--- src/rtl/teller_dispatcher_pkg.sv ---
// Shared types for the single-bank queue: teller/arbiter states and the index
// and count widths also used by the queue manager and the wait-time LUT.
package sbqm_pkg;
  localparam int T_IDX_W = 2;
  localparam int Q_CNT_W = 3;

  typedef enum logic [1:0] {CLOSED, FREE, CALLING, SERVING} teller_state_e;
  typedef enum logic [1:0] {IDLE, CALL, HOLD} arb_state_e;
endpackage

--- src/rtl/teller_dispatcher_if.sv ---
// Dispatcher bus: queue-manager and teller-window signals around teller_dispatcher.
interface teller_dispatcher_if import sbqm_pkg::*; #(
  parameter int N_TELLERS = 3
) ();
  logic [Q_CNT_W-1:0]   q_count;
  logic [N_TELLERS-1:0] teller_open;
  logic [N_TELLERS-1:0] teller_done;
  logic [N_TELLERS-1:0] cust_arrived;
  logic                 dequeue;
  logic                 call_valid;
  logic [T_IDX_W-1:0]   call_teller;
  logic [N_TELLERS-1:0] busy;
  logic [T_IDX_W-1:0]   t_count;
  logic                 no_show;

  modport slave (
    input  q_count, teller_open, teller_done, cust_arrived,
    output dequeue, call_valid, call_teller, busy, t_count, no_show
  );

  modport master (
    output q_count, teller_open, teller_done, cust_arrived,
    input  dequeue, call_valid, call_teller, busy, t_count, no_show
  );
endinterface

--- src/rtl/teller_dispatcher_rr_arbiter.sv ---
// Combinational round-robin pick: first requester strictly after ptr, wrapping.
module rr_arbiter import sbqm_pkg::*; #(
  parameter int N = 3
) (
  input  logic [N-1:0]       req,
  input  logic [T_IDX_W-1:0] ptr,
  output logic [T_IDX_W-1:0] grantIdx,
  output logic               grantValid
);
  logic [T_IDX_W-1:0] idx;

  always_comb begin
    grantIdx   = '0;
    grantValid = 1'b0;
    idx        = ptr;
    for (int k = 0; k < N; k++) begin
      idx = (idx == T_IDX_W'(N - 1)) ? '0 : idx + 1'b1;
      if (!grantValid && req[idx]) begin
        grantValid = 1'b1;
        grantIdx   = idx;
      end
    end
  end
endmodule

--- src/rtl/teller_dispatcher.sv ---
// Calls the front customer of the bank queue to free, open teller windows in
// round-robin order; one call outstanding at a time.
module teller_dispatcher import sbqm_pkg::*; #(
  parameter int N_TELLERS    = 3,
  parameter int CALL_TIMEOUT = 15,
  parameter int HOLDOFF      = 2
) (
  input  logic               clk,
  input  logic               reset,
  teller_dispatcher_if.slave bus
);
  localparam int TMR_MAX = (CALL_TIMEOUT > HOLDOFF) ? CALL_TIMEOUT : HOLDOFF;
  localparam int TMR_W   = $clog2(TMR_MAX + 1);

  arb_state_e           arbState, arbNext;
  logic [T_IDX_W-1:0]   rrPtr, winner, grantIdx, tCountR;
  logic [TMR_W-1:0]     timer;
  logic                 grantValid, doGrant, arrivedWin, timeout;
  logic                 dequeueR, noShowR;
  logic [N_TELLERS-1:0] eligible, busyNext, busyR;
  logic [T_IDX_W:0]     openCnt;

  rr_arbiter #(.N(N_TELLERS)) u_arb (
    .req       (eligible),
    .ptr       (rrPtr),
    .grantIdx  (grantIdx),
    .grantValid(grantValid)
  );

  assign doGrant    = (arbState == IDLE) && (bus.q_count != '0) && grantValid;
  assign arrivedWin = (arbState == CALL) && bus.cust_arrived[winner];
  // Arrival on the last call cycle beats the timeout.
  assign timeout    = (arbState == CALL) && (timer == TMR_W'(CALL_TIMEOUT - 1)) && !arrivedWin;

  for (genvar i = 0; i < N_TELLERS; i++) begin : g_teller
    teller_state_e st, nx;
    logic          grantMe;

    assign grantMe = doGrant && (grantIdx == T_IDX_W'(i));

    always_comb begin
      nx = st;
      unique case (st)
        CLOSED:  if (bus.teller_open[i]) nx = FREE;
        FREE:    if (!bus.teller_open[i]) nx = CLOSED;
                 else if (grantMe) nx = CALLING;
        CALLING: if (bus.cust_arrived[i]) nx = SERVING;
                 else if (timeout) nx = FREE;
        // A close request while busy is honoured only when service ends.
        SERVING: if (bus.teller_done[i]) nx = bus.teller_open[i] ? FREE : CLOSED;
        default: nx = FREE;
      endcase
    end

    always_ff @(posedge clk or posedge reset)
      if (reset) st <= FREE;
      else       st <= nx;

    assign eligible[i] = (st == FREE) && bus.teller_open[i];
    assign busyNext[i] = (nx == CALLING) || (nx == SERVING);
  end

  always_comb begin
    arbNext = arbState;
    unique case (arbState)
      IDLE:    if (doGrant) arbNext = CALL;
      CALL:    if (arrivedWin || timeout) arbNext = HOLD;
      HOLD:    if (timer == TMR_W'(HOLDOFF - 1)) arbNext = IDLE;
      default: arbNext = IDLE;
    endcase
  end

  always_comb begin
    openCnt = '0;
    for (int i = 0; i < N_TELLERS; i++)
      openCnt = openCnt + (T_IDX_W + 1)'(bus.teller_open[i]);
  end

  always_ff @(posedge clk or posedge reset)
    if (reset) begin
      arbState <= IDLE;
      rrPtr    <= T_IDX_W'(N_TELLERS - 1);
      winner   <= '0;
      timer    <= '0;
      dequeueR <= 1'b0;
      noShowR  <= 1'b0;
      busyR    <= '0;
      tCountR  <= '0;
    end else begin
      arbState <= arbNext;
      dequeueR <= arrivedWin || timeout;
      noShowR  <= timeout;
      busyR    <= busyNext;
      tCountR  <= (openCnt > (T_IDX_W + 1)'(3)) ? {T_IDX_W{1'b1}} : openCnt[T_IDX_W-1:0];
      if (doGrant) begin
        winner <= grantIdx;
        rrPtr  <= grantIdx;
      end
      // One timer serves both the call window and the post-dequeue holdoff.
      if (arbNext != arbState)  timer <= '0;
      else if (arbState != IDLE) timer <= timer + 1'b1;
    end

  assign bus.call_valid  = (arbState == CALL);
  assign bus.call_teller = (arbState == CALL) ? winner : '0;
  assign bus.dequeue     = dequeueR;
  assign bus.no_show     = noShowR;
  assign bus.busy        = busyR;
  assign bus.t_count     = tCountR;
endmodule

--- src/flat_wrapper.sv ---
// flat-port wrapper written by rule: the top's interface ports become plain ports
module teller_dispatcher_flat import sbqm_pkg::*;
#(
  parameter int N_TELLERS    = 3,
  parameter int CALL_TIMEOUT = 15,
  parameter int HOLDOFF      = 2
)
  (clk, reset, bus_q_count, bus_teller_open, bus_teller_done, bus_cust_arrived, bus_dequeue, bus_call_valid, bus_call_teller, bus_busy, bus_t_count, bus_no_show);
  teller_dispatcher_if #(.N_TELLERS(N_TELLERS)) bus_i ();
  input  logic clk;
  input  logic reset;
  input wire logic [$bits(bus_i.q_count)-1:0] bus_q_count;
  input wire logic [$bits(bus_i.teller_open)-1:0] bus_teller_open;
  input wire logic [$bits(bus_i.teller_done)-1:0] bus_teller_done;
  input wire logic [$bits(bus_i.cust_arrived)-1:0] bus_cust_arrived;
  output wire logic [$bits(bus_i.dequeue)-1:0] bus_dequeue;
  output wire logic [$bits(bus_i.call_valid)-1:0] bus_call_valid;
  output wire logic [$bits(bus_i.call_teller)-1:0] bus_call_teller;
  output wire logic [$bits(bus_i.busy)-1:0] bus_busy;
  output wire logic [$bits(bus_i.t_count)-1:0] bus_t_count;
  output wire logic [$bits(bus_i.no_show)-1:0] bus_no_show;
  assign bus_i.q_count = bus_q_count;
  assign bus_i.teller_open = bus_teller_open;
  assign bus_i.teller_done = bus_teller_done;
  assign bus_i.cust_arrived = bus_cust_arrived;
  assign bus_dequeue = bus_i.dequeue;
  assign bus_call_valid = bus_i.call_valid;
  assign bus_call_teller = bus_i.call_teller;
  assign bus_busy = bus_i.busy;
  assign bus_t_count = bus_i.t_count;
  assign bus_no_show = bus_i.no_show;
  teller_dispatcher #(.N_TELLERS(N_TELLERS), .CALL_TIMEOUT(CALL_TIMEOUT), .HOLDOFF(HOLDOFF)) u_core (.clk(clk), .reset(reset), .bus(bus_i));
endmodule
--- config.mk ---
export PLATFORM = sky130hd
export DESIGN_NAME = teller_dispatcher_flat
export DESIGN_NICKNAME = d
export VERILOG_FILES = /design/src/rtl/teller_dispatcher_pkg.sv /design/src/rtl/teller_dispatcher_if.sv /design/src/rtl/teller_dispatcher_rr_arbiter.sv /design/src/rtl/teller_dispatcher.sv /design/src/flat_wrapper.sv
export SDC_FILE = /design/constraint.sdc
export NUM_CORES = 1
export LEC_CHECK = 0
export CELL_PAD_IN_SITES_DETAIL_PLACEMENT = 0
export CELL_PAD_IN_SITES_GLOBAL_PLACEMENT = 2
export CORE_UTILIZATION = 31
export CTS_CLUSTER_SIZE = 28
export DETAILED_ROUTE_END_ITERATION = 8
export PLACE_DENSITY_LB_ADDON = 0.1
export SYNTH_ARGS = -nofsm -noshare
export SYNTH_HDL_FRONTEND = slang
export SYNTH_SLANG_ARGS = --single-unit
--- constraint.sdc ---
create_clock -name clk -period 2.1 [get_ports clk]
set_input_delay 0.315 -clock clk [delete_from_list [all_inputs] [get_ports clk]]
set_output_delay 0.315 -clock clk [all_outputs]
set_load 0.02 [all_outputs]
== Word-level counts from Yosys, hierarchy flattened ==
Index checks and enable logic that the tools add are counted.

* Bits in registers: 23
* Latch bits: 0
* Bits in writable memories: 0
* ROM bits: 0
* Bits of input ports: 14
* Logic and storage cells: 124
* Memories: 0

* $add $sub $neg: 6
* Multiply operators: 0
* Div/mod/pow operators: 0
* $lt $le $gt $ge: 5
* Equality and inequality tests: 25
* Shift-type cells: 0
* Multiplexer cells: 49
* Bitwise gates (word level): 0
* Reductions and logical operators: 28

{| class="wikitable"
|+ Operator list
! cell !! number
|-
| 2-bit 2-to-1 mux || 29
|-
| 2-bit equality test (second input constant) || 17
|-
| 2-bit case mux with 4 select lines || 3
|-
| 1-bit logical AND || 13
|-
| 2-bit by 3-bit less-than comparator with 1-bit output (second input constant) || 4
|-
| 2-bit by 1-bit equality test with 1-bit output (second input constant) || 5
|-
| 2-bit logical NOT || 5
|-
| 1-bit 2-to-1 mux || 10
|-
| 1-bit binary-select mux with 2-bit select || 4
|-
| 4-bit 2-to-1 mux || 2
|-
| 2-bit by 1-bit adder with 2-bit output (second input constant) || 3
|-
| 2-bit case mux with 3 select lines || 1
|-
| 4-bit by 1-bit adder with 4-bit output (second input constant) || 1
|-
| 4-bit by 1-bit equality test with 1-bit output (second input constant) || 1
|-
| 4-bit equality test (second input constant) || 1
|-
| 1-bit logical OR || 4
|-
| 2-bit nonzero test || 2
|-
| 3-bit by 1-bit adder with 3-bit output || 1
|-
| 3-bit by 2-bit greater-than comparator with 1-bit output (second input constant) || 1
|-
| 1-bit logical NOT || 3
|-
| 3-bit nonzero test || 1
|-
| 1-bit by 1-bit adder with 2-bit output || 1
|-
| 2-bit != test || 1
|}

== Logic depth before layout (Yosys ltp) ==
* Depth after elaboration: 18
* Depth in mapped cells: 6
* Mapped depth without buffers: 6

== By module ==
A second synthesis with hierarchy kept.

* Cells, all modules: 111
* Area, all modules: 1098.6 µm²

{| class="wikitable"
|+ By module, submodules not included
! module !! instances !! cells each !! area each (µm²) !! seq. area each (µm²)
|-
| teller_dispatcher || 1 || 103 || 1048.5 || 480.5
|-
| rr_arbiter || 1 || 8 || 50.0 || 0.0
|}

== Worst setup path after synthesis ==
No wires, ideal clock.

* Path type: reg-to-reg
* Start: reg u_core.timer[0]
* End: reg u_core.busyR[1], in the netlist u_core.bus.busy[1]
* Setup time: 0.122 ns
* Arrival: 1.574 ns
* Required time: 1.978 ns
* Slack: 0.404 ns
* Stages on the path, launching flop included: 7
* Path buffers: 0
* Period minus slack after synthesis: 1.696 ns
* Path through: dfrtp_1 inv_1 ha_1 and3_1 nand2_1 or4_4 a32o_1

* Cells in the longest elaborated chain, start to end: 8
* Elaborated cells between the ends (all ways): 9
* Those cells by class: 3 x eq/ne; 3 x mux; 3 x reduce/logical

{| class="wikitable"
|+ RTL lines
! item !! RTL line !! RTL
|-
| start: declaration || teller_dispatcher.sv:17 || <nowiki>logic [TMR_W-1:0] timer;</nowiki>
|-
| start signal: assignment || teller_dispatcher.sv:101 || <nowiki>else if (arbState != IDLE) timer <= timer + 1'b1;</nowiki>
|-
| 4-bit equality test (*) || teller_dispatcher.sv:33 || <nowiki>assign timeout = (arbState == CALL) && (timer == TMR_W'(CALL_TIMEOUT - 1)) && !arrivedWin;</nowiki>
|-
| 1-bit logical AND (*) (2 in a row) || teller_dispatcher.sv:33 ||
|-
| 2-bit 2-to-1 mux (*) || teller_dispatcher.sv:48 || <nowiki>else if (timeout) nx = FREE;</nowiki>
|-
| 2-bit 2-to-1 mux (*) || teller_dispatcher.sv:47 || <nowiki>CALLING: if (bus.cust_arrived[i]) nx = SERVING;</nowiki>
|-
| 2-bit case mux with 4 select lines (*) || teller_dispatcher.sv:43 || <nowiki>unique case (st)</nowiki>
|-
| 2-bit equality test || teller_dispatcher.sv:60 || <nowiki>assign busyNext[i] = (nx == CALLING) || (nx == SERVING);</nowiki>
|-
| 1-bit logical OR (*) || teller_dispatcher.sv:60 ||
|-
| net u_core.busyNext[1] || teller_dispatcher.sv:20 || <nowiki>logic [N_TELLERS-1:0] eligible, busyNext, busyR;</nowiki>
|-
| end signal: assignment || teller_dispatcher.sv:93 || <nowiki>busyR <= busyNext;</nowiki>
|-
| end: declaration || teller_dispatcher.sv:20 ||
|}

The timed path passes the listed nets; every way through them passes the cells marked *.
A chain may end at the register's enable or synchronous reset.

== Worst setup path after layout ==
* Start: reg u_core.arbState[1]
* End: out bus_call_teller[1]

* Cells in the longest elaborated chain, start to end: 2

{| class="wikitable"
|+ RTL lines
! item !! RTL line !! RTL
|-
| start: declaration || teller_dispatcher.sv:15 || <nowiki>arb_state_e arbState, arbNext;</nowiki>
|-
| start signal: assignment || teller_dispatcher.sv:90 || <nowiki>arbState <= arbNext;</nowiki>
|-
| 2-bit by 1-bit equality test with 1-bit output || teller_dispatcher.sv:105 || <nowiki>assign bus.call_teller = (arbState == CALL) ? winner : '0;</nowiki>
|-
| 2-bit 2-to-1 mux || teller_dispatcher.sv:105 ||
|-
| end: declaration || flat_wrapper.sv:18 || <nowiki>output wire logic [$bits(bus_i.call_teller)-1:0] bus_call_teller;</nowiki>
|}

Every way passes these cells.

==> impl_metrics.csv <==
group,metric,value,unit
setup_path,critPathSlowestCell,"clkdlybuf4s50_1",
layout,area_growth,31.45,%
clocking,tritoncts,"built",
timing,setup_viol,0,
routing,wirelength,2904,um
timing,layout_setup_ws,0.1441,ns
power_and_ir_drop,seqPwrFrac,38.1,%
synthesis,synthArstFlopShare,100.0,%
setup_path,cp.required,1.78,ns
synthesis,synth_area,1217,um^2
clocking,clkLatencyLatePin,0.26,ns
layout,design_area,1600,um^2
placement,portBuffers,23,
synthesis,avgSynthCellArea,9.898,um^2
floorplan,die_w,64.67,um
routing,drt_first_pass_iters,4,
power_and_ir_drop,p_sw_share,39.86,%
routing,post_drt_wl_per_cell,14.38,um
synthesis,synth-main-ff-cell,"dfrtp_1",
global_routing,antenna_found_initial,0,
floorplan,start_util,32.76,%
floorplan,rows,22,
layout,nets,173,
timing,rsz0062_at_grt,"no",
placement,globalplace.congestion,0.7845,
setup_path,cp-end-kind,"primary output",
power_and_ir_drop,power,0.002007,W
timing,period_share,93.14,%
synthesis,synth_edf_count,0,
routing,postRouteAntennaNets,0,
layout,register_area,556.8,um^2
clocking,clkTransAtPathRegs,0.08,ns
power_and_ir_drop,p_int,0.001207,W
synthesis,ys_seq_elements,22,
clocking,htreeDepth,1,
layout,n_antenna_cell,0,
clocking,cts_resized,0,
synthesis,seq_area_frac_synth,45.63,%
clocking,numCtsBuffers,3,
clocking,ctsHoldBuffers,0,
layout,fillers,393,
synthesis,synth.most_common_cell,"dfrtp_1",
setup_path,path_class,"reg -> out",
setup_path,start_kind,"register",
timing,setup_tns,0,ns
placement,placedInstanceArea,1544,um^2
power_and_ir_drop,powerDensity,1254,nW/um^2
flow_run,max_cap_viol_count,0,
synthesis,syn_nets,141,
timing,fin_skew,0.001791,ns
global_routing,overflow,0,
floorplan,dieArea,4182,um^2
timing,hold_violations,0,
placement,dpl_worst_slack,0.1190,ns
clocking,post_cts_buffers,0,
synthesis,synth_common_cells,"dfrtp_1, nor2_1, nand2_1, o21ai_0, inv_1",
timing,fmax,0.5113,GHz
timing,tightest_slew,0.5133,ns
floorplan,die_h,64.67,um
setup_path,crit_fanout,5,
hold_path,hp-class,"in -> async",
synthesis,ys_warn_count,0,
setup_path,worst_path_largest_cell_delay,0.59,ns
clocking,cts.sinks,22,
timing,max_slew_margin,65.70,%
synthesis,syn_inst,123,
floorplan,io_pins,24,
global_routing,grt_pass1_vias,989,
setup_path,crit_chain,"nand2b_4, inv_2, and2_2, clkdlybuf4s50_1",
power_and_ir_drop,pwr-share-clk,15.6,%
power_and_ir_drop,max-vdd-ir-drop,483.0,uV
timing,period_needed,1.956,ns
layout,multi_input_area,623.1,um^2
synthesis,synth_area_leaders,"dfrtp_1, dfstp_2, nor2_1, o21ai_0, ha_1",
routing,drt_iter0_drc,33,
global_routing,grt_usage,15.61,%
routing,drc_errors,0,
placement,dp_hpwl,2219,um
global_routing,grt_start_max_net_pins,23,
routing,vias,1050,
power_and_ir_drop,power_switching,0.0008001,W
global_routing,grt_pass1_wl,4885,um
synthesis,synth_top_area_cell,"dfrtp_1",
synthesis,yosysTopAreaCellShare,37.00,%
clocking,clock_path_buffers,2,
power_and_ir_drop,p_leak,0.6958,nW
routing,vias_per_cell,5.198,
synthesis,ys_types,45,
power_and_ir_drop,p_comb_share,46.3,%
layout,drive_above_1_share,14.29,%
outcome,outcome,"finished, final reports clean",
setup_path,worst_ep_arrival_time,1.64,ns
clocking,ctsRootBufferMaster,"clkbuf_8",
floorplan,core,3716,um^2
timing,slew_violations,0,
-- per-layer routing --
metal,track usage [%],up-vias,wire [um]
met5,0,-,0
li1,-,521,-
met2,23.95,18,1248
met1,21.95,507,1521
met4,5.833,0,40
met3,2.465,4,93
-- stage by stage --
| stage | util (%) | hold WS (ns) | std cells |
|---|---|---|---|
| 6_report | 43.06 | 0.3881 | 202 |
| 5_1_grt | 43.06 | 0.4034 | 202 |
| 4_1_cts | 43.03 | 0.3983 | 202 |
| 3_5_place_dp | 41.55 | 0.4744 | 198 |
| 3_3_place_gp | 41.55 | 0.4693 | 198 |
| 2_1_floorplan | - | 0.3013 | 123 |
-- worst max-delay path: cells and delay by family, from the launching register on --
family | cells | cell delay (ns)
buffers and inverters | 2 | 0.69
flip-flops | 1 | 0.39
AND/OR/NAND/NOR | 2 | 0.30
-- sequential cells by signal (all words and copies together), names as in the netlist --
| name | cells |
|---|---|
| u_core.bus.no_show | 1 |
| u_core.timer | 4 |
| u_core.winner | 2 |
| u_core.rrPtr | 1 |
| u_core.bus.t_count | 2 |
| u_core.g_teller.st | 6 |
| u_core.arbState | 2 |
| u_core.bus.busy | 3 |
| u_core.bus.dequeue | 1 |
-- logic make-up (layout without fill, tap and decap cells) --
kind of cell | count (synthesis) | count (layout) | synth area share, %
AND/OR/NAND/NOR | 48 | 48 | 23.13
AO/OA/AOI/OAI | 36 | 36 | 20.97
flip-flops | 22 | 22 | 45.63
buffers and inverters | 10 | 41 | 3.185
adder cells (fa/ha/maj) | 4 | 4 | 4.728
multiplexers | 2 | 2 | 1.644
XOR/XNOR | 1 | 1 | 0.7196
-- power groups by stage --
| stage | clock, W | sequential (W) | combinational (W) |
|---|---|---|---|
| after global placement | 0 | 0.000763 | 0.000934 |
| final | 0.000313 | 0.000766 | 0.000929 |
| after detailed placement | 0 | 0.000769 | 0.000933 |
| after global routing | 0.000343 | 0.000792 | 0.00105 |
| after CTS | 0.000322 | 0.000761 | 0.000937 |
| after floorplan | 0 | 0.000764 | 0.000588 |
-- cells in the final DEF (no fill, tap or decap), drive strengths merged, types with 4 or more instances in the layout --
master,n
o21ai,9
a21oi,6
nand2,8
nor2,13
buf,6
dfstp,4
clkbuf,4
clkdlybuf4s50,23
dfrtp,18
nand3,5
inv,8
-- path summary, 6_finish.rpt --
| path | from | end | slack (ns) | depth (start not counted) |
|---|---|---|---|---|
| min in group clk | u_core.g_teller[0].st[1] | u_core.g_teller[0].st[0] | 0.48 | 1 |
| min reg2reg | u_core.g_teller[0].st[1] | u_core.g_teller[0].st[0] | 0.48 | 1 |
| max | u_core.arbState[1] | bus_call_teller[1] | 0.14 | 4 |
| max reg2reg | u_core.timer[0] | u_core.bus.busy[1] | 0.22 | 6 |
| min | reset | u_core.bus.no_show | 0.39 | 3 |
| max in group asynchronous | reset | u_core.g_teller[1].st[0] | 1.42 | 3 |
-- cell type report --
class,count,area share (%)
clock buffer,4,3.440
timing repair buffer,29,17.20
sequential,22,34.79
inverter,8,1.876
tap,48,3.753
multi-input combinational,91,38.94
(Power assumes the default switching activity.)
